## config.mk

```make
export PLATFORM = sky130hd
export DESIGN_NAME = edge_event_receiver
export DESIGN_NICKNAME = d
export VERILOG_FILES = /design/src/rtl/edge_event_pkg.sv /design/src/rtl/event_pending_counter.sv /design/src/rtl/edge_event_receiver.sv
export SDC_FILE = /design/constraint.sdc
export NUM_CORES = 1
export LEC_CHECK = 0
export CAP_MARGIN = 20
export CORE_MARGIN = 1.5
export CORE_UTILIZATION = 40
export DETAILED_ROUTE_END_ITERATION = 16
export GPL_TIMING_DRIVEN = 0
export MAX_ROUTING_LAYER = met4
export PLACE_DENSITY = 0.72
export RECOVER_POWER = 25
export SYNTH_ARGS = -nofsm -noshare
export SYNTH_HDL_FRONTEND = slang
export SYNTH_SLANG_ARGS = --single-unit
```

## constraint.sdc

```tcl
create_clock -name clk_i -period 2.5 [get_ports clk_i]
set_clock_uncertainty 0.15 [all_clocks]
set_input_delay 0.25 -clock clk_i [delete_from_list [all_inputs] [get_ports clk_i]]
set_output_delay 0.25 -clock clk_i [all_outputs]
set_load 0.02 [all_outputs]
```

## src/rtl/edge_event_pkg.sv

```systemverilog
// Shared types and sizing helpers for the edge event receiver.
package edge_event_pkg;

    // Pulse-width measurement FSM states.
    typedef enum logic {
        IDLE    = 1'b0,
        MEASURE = 1'b1
    } width_state_e;

    // Number of bits needed to hold values 0..n inclusive.
    function automatic int count_bits(input int n);
        return $clog2(n + 1);
    endfunction

endpackage

```

## src/rtl/event_pending_counter.sv

```systemverilog
// Up/down saturating counter of pending events. An increment while full is
// dropped and reported by a single-cycle overflow pulse. A simultaneous
// increment and decrement leaves the count unchanged, even when full.
module event_pending_counter
    import edge_event_pkg::*;
#(
    parameter int MaxPending = 15
) (
    input  logic                                clk_i,
    input  logic                                rst_n_i,
    input  logic                                inc,
    input  logic                                dec,
    output logic [count_bits(MaxPending)-1:0]   count,
    output logic                                full,
    output logic                                overflow
);

    localparam int CW = count_bits(MaxPending);

    logic [CW-1:0] count_reg;
    logic          dec_eff;

    // A decrement on an empty counter is meaningless and is ignored.
    assign dec_eff  = dec & (count_reg != '0);
    assign full     = (count_reg == CW'(MaxPending));
    assign overflow = inc & ~dec_eff & full;
    assign count    = count_reg;

    // Count register: increment unless full, decrement unless empty.
    always_ff @(posedge clk_i or negedge rst_n_i) begin
        if (!rst_n_i) begin
            count_reg <= '0;
        end else if (inc && !dec_eff && !full) begin
            count_reg <= count_reg + 1'b1;
        end else if (dec_eff && !inc) begin
            count_reg <= count_reg - 1'b1;
        end
    end

endmodule

```

## src/rtl/edge_event_receiver.sv

```systemverilog
// Destination-side event receiver: detects pulse starts, queues them in a
// saturating pending counter behind a valid/ready handshake, and flags
// pulse-width mismatches and dropped events with sticky error bits.
module edge_event_receiver
    import edge_event_pkg::*;
#(
    parameter int PulseWidth = 1,
    parameter int MaxPending = 15
) (
    input  logic                                clk_i,
    input  logic                                rst_n_i,
    input  logic                                pulse_i,
    output logic                                event_valid_o,
    input  logic                                event_ready_i,
    output logic [count_bits(MaxPending)-1:0]   pending_o,
    output logic                                overflow_o,
    output logic                                width_err_o,
    input  logic                                clear_i
);

    localparam int WCW = count_bits(PulseWidth + 1);
    localparam logic [WCW-1:0] CNT_EXP = WCW'(PulseWidth);
    localparam logic [WCW-1:0] CNT_SAT = WCW'(PulseWidth + 1);

    if (PulseWidth < 1) begin : g_bad_pulse_width
        $error("edge_event_receiver: PulseWidth must be >= 1");
    end
    if (MaxPending < 1) begin : g_bad_max_pending
        $error("edge_event_receiver: MaxPending must be >= 1");
    end

    logic           pulse_d_reg;
    logic           rise;
    logic           pop;
    width_state_e   state_reg, state_next;
    logic [WCW-1:0] width_cnt_reg, width_cnt_next;
    logic           width_set;
    logic           width_err_reg;
    logic           overflow_reg;
    logic           queue_full;
    logic           ovf_pulse;
    logic [count_bits(MaxPending)-1:0] pending;

    assign rise          = pulse_i & ~pulse_d_reg;
    // Valid comes from the pending register alone; ready never feeds it.
    assign event_valid_o = (pending != '0);
    assign pop           = event_valid_o & event_ready_i;

    event_pending_counter #(
        .MaxPending (MaxPending)
    ) u_pending (
        .clk_i    (clk_i),
        .rst_n_i  (rst_n_i),
        .inc      (rise),
        .dec      (pop),
        .count    (pending),
        .full     (queue_full),
        .overflow (ovf_pulse)
    );

    // Previous-cycle pulse sample for rising-edge detection.
    always_ff @(posedge clk_i or negedge rst_n_i) begin
        if (!rst_n_i) begin
            pulse_d_reg <= 1'b0;
        end else begin
            pulse_d_reg <= pulse_i;
        end
    end

    // Width FSM state and width counter registers.
    always_ff @(posedge clk_i or negedge rst_n_i) begin
        if (!rst_n_i) begin
            state_reg     <= IDLE;
            width_cnt_reg <= '0;
        end else begin
            state_reg     <= state_next;
            width_cnt_reg <= width_cnt_next;
        end
    end

    // Width FSM: count high cycles from the rise, judge the width on the low.
    always_comb begin
        state_next     = state_reg;
        width_cnt_next = width_cnt_reg;
        width_set      = 1'b0;
        case (state_reg)
            IDLE: begin
                if (rise) begin
                    state_next     = MEASURE;
                    width_cnt_next = WCW'(1);
                end
            end
            MEASURE: begin
                if (pulse_i) begin
                    // Saturate one past the expected width: any longer pulse
                    // is already known to be wrong.
                    if (width_cnt_reg != CNT_SAT) begin
                        width_cnt_next = width_cnt_reg + 1'b1;
                    end
                end else begin
                    width_set  = (width_cnt_reg != CNT_EXP);
                    state_next = IDLE;
                end
            end
            default: state_next = IDLE;
        endcase
    end

    // Sticky flags: a set in the same cycle as clear_i takes priority.
    always_ff @(posedge clk_i or negedge rst_n_i) begin
        if (!rst_n_i) begin
            width_err_reg <= 1'b0;
            overflow_reg  <= 1'b0;
        end else begin
            width_err_reg <= width_set | (width_err_reg & ~clear_i);
            // The counter only pulses overflow while full; the AND makes
            // that dependency explicit at this level.
            overflow_reg  <= (ovf_pulse & queue_full) | (overflow_reg & ~clear_i);
        end
    end

    assign pending_o   = pending;
    assign width_err_o = width_err_reg;
    assign overflow_o  = overflow_reg;

endmodule

```

==> metrics.cfg <==
[grt]
grt_pass1_vias=358
grt_first_pass_wirelength_microns=1560
track_usage_pct=16.5
grt_max_degree=11
antenna_found_initial=0
grt_overflow=0

[route]
vias=401
vias_per_cell=5.08
wl_microns=894
ant_nets=0
route.detailed.drc=0
drtIter0Drc=3
first_pass_iters=4
wire_per_inst_microns=11.3

[synth]
synthFlopType=dfrtp_1
ys_seq_area_share_pct=47.1
synth_top_cell_area_share_pct=47.1
synth.most_common_cell=dfrtp_1
synth.distinct_cells=21
synth_edf_count=0
syn_nets=55
ys_ff_latch=10
syn_avg_cell_area_sq_um=11.8
synth_common_cells=10 x dfrtp_1, 5 x inv_1, 4 x ha_1
synthTopCellsByArea=dfrtp_1 47%, ha_1 9.4%, xor2_1 4.9%
yosysWarnings=0
netlist_instances=45
syn_area_sq_um=532
postSynth.asyncResetShare_pct=100
yosys.area.top_type=dfrtp_1

[clock_network]
clk_pin_slew_ns=0.06
cts_tree=yes
cts_buffers=3
clk_latency_ns=0.26
hold_buffers=0
clock_sinks=10
cts_max_level=1
root_buffer=clkbuf_4
clk_path_buf_depth=2

[setup_path]
critPathCaptureType=flop
path_buf_inv=0
crit_fanout=4
cp-start-kind=flop
r2r_start=u_pending.count[2]
crit_type=reg -> reg
r2r_slack_ns=0.03
crit_path_cell_trace=o41a_1 -> or3b_4 -> ha_4 -> a21o_4 -> a21oi_4 -> mux2i_2 -> xor2_1
critical_path_required_ns=2.54
crit_family=compound AO/OA/AOI/OAI gates
ff2ff_path_depth=7
worstReg2RegEnd=u_pending.count[3]
slowest_stage=o41a_1
slowest_delay_ns=0.43
cp.arrival_ns=2.51

[pwr]
p_switching_w=0.000314
seqPwrFrac_pct=32.1
ir_worst_vdd_mv=0.517
clockPowerShare_pct=13.2
leakage_nw=0.321
p_int_w=0.000531
sw_frac_of_total_pct=37.2
p_total_w=0.000845
power.density_nw_per_um2=1110
p_comb_share_pct=54.8

[sta]
finalHoldViolCount=0
setup_tns_ns=0
setup_ws_ns=0.0295
grt_setup_unrepaired=true
fmax_ghz=0.405
fin_crit_sh_pct=98.8
finalCriticalPeriod_ns=2.47
setup_viol=0
slew_headroom_pct=71.1
slew_viol_final=0
tightest_slew_ns=0.432

[place]
place_area_sq_um=679
placed_cells=70
hpwl_microns=644
dp_slack_ns=-0.0943
port_buffers=11
gp_congestion=0.713

[die]
dieArea_sq_um=1560
dieWidth_microns=39.5
rows=12
ios=12
start_util_pct=45.4
die_h_microns=39.5
coreArea_sq_um=1170

[final_layout]
largest_reg_flops=4
fin_area_sq_um=763
areaGrowthSynthToFinish_pct=43.5
n_antenna_cell=0
layout-drive-gt1-share_pct=32.3
fin_cells=79
fillCellCount=103
nets=76

[outcome]
status=finished clean

[worst_hold_path]
hold_path.class=in -> async

[run]
cap_violations=0

## stage by stage
stage,utilization (%),hold slack [ns]
4_1_cts,62.8,0.149
5_1_grt,65.2,0.252
3_5_place_dp,58.0,0.292
3_3_place_gp,58.0,0.283
2_1_floorplan,-,-0.196
6_report,65.2,0.213
## power groups by stage
stage               Sequential (W)  Combinational, W  Clock [W]
detailed placement        0.000299          0.000359          0
floorplan                 0.000330          0.000192          0
CTS                       0.000272          0.000418   0.000116
global route              0.000284          0.000512   0.000125
finish                    0.000271          0.000463   0.000111
global placement          0.000297          0.000355          0
## layer usage
| metal | track usage [%] | share of wire (%) | vias up |
|---|---|---|---|
| met2 | 20.1 | 42 | 10 |
| met3 | 8.52 | 5.1 | 4 |
| li1 | - | - | 201 |
| met1 | 21.8 | 51 | 186 |
| met4 | 7.76 | 2.3 | 0 |
| met5 | - | 0 | - |
## layout make-up
type	count	area, sq um	share of cell area (%)
tap	14	17.5	2.30
clock buffer	4	26.3	3.44
multi-input combinational	30	299	39.2
sequential	10	254	33.3
inverter	5	18.8	2.46
timing repair buffer	16	148	19.3
## what timing repair did
action | in CTS | in global routing
gates cloned | 0 | 0
pin swaps | 2 | 6
endpoints found under the setup margin | 1 | 1
gates resized for setup | 0 | 4
setup buffers | 4 | 1
## cell families (layout without fill, tap and decap cells)
| kind of cell | Yosys count | after routing | synth area share [%] |
|---|---|---|---|
| AO/OA/AOI/OAI | 9 | 9 | 12.5 |
| XOR/XNOR | 3 | 3 | 4.94 |
| adder cells (fa/ha/maj) | 5 | 5 | 13.2 |
| buffers and inverters | 5 | 25 | 3.53 |
| flip-flops | 10 | 10 | 47.1 |
| multiplexers | 4 | 4 | 8.00 |
| AND/OR/NAND/NOR | 9 | 9 | 10.8 |
## placed cells by master, fill, tap and decap left out
master / instances
a21boi_0: 1
a21o_4: 1
a21oi_1: 2
a21oi_4: 1
buf_4: 5
clkbuf_1: 1
clkbuf_4: 3
clkdlybuf4s50_1: 10
dfrtp_1: 7
dfrtp_2: 3
dlygate4sd3_1: 1
fa_2: 1
ha_1: 3
ha_4: 1
inv_1: 5
mux2_2: 2
mux2i_1: 1
mux2i_2: 1
nand2_1: 2
nand2_2: 1
nand2b_1: 1
nand4_1: 1
nor2_1: 1
nor3b_1: 1
o22ai_1: 1
o32ai_1: 2
o41a_1: 1
or3b_4: 1
or4_2: 1
xor2_1: 3
## how the worst max path moves through the flow
stage | slack [ns] | from | depth (start not counted) | to
finish | 0.03 | u_pending.count[2] | 7 | u_pending.count[3]
global route | -0.06 | u_pending.count[2] | 7 | u_pending.count[3]
CTS | 0.03 | u_pending.count[0] | 7 | u_pending.count[3]
detailed placement | -0.09 | pulse_i | 8 | u_pending.count[3]
global placement | -0.1 | pulse_i | 8 | u_pending.count[3]
floorplan | 0.03 | u_pending.count[0] | 7 | u_pending.count[3]
No activity file was read; power rests on OpenSTA's default activity.
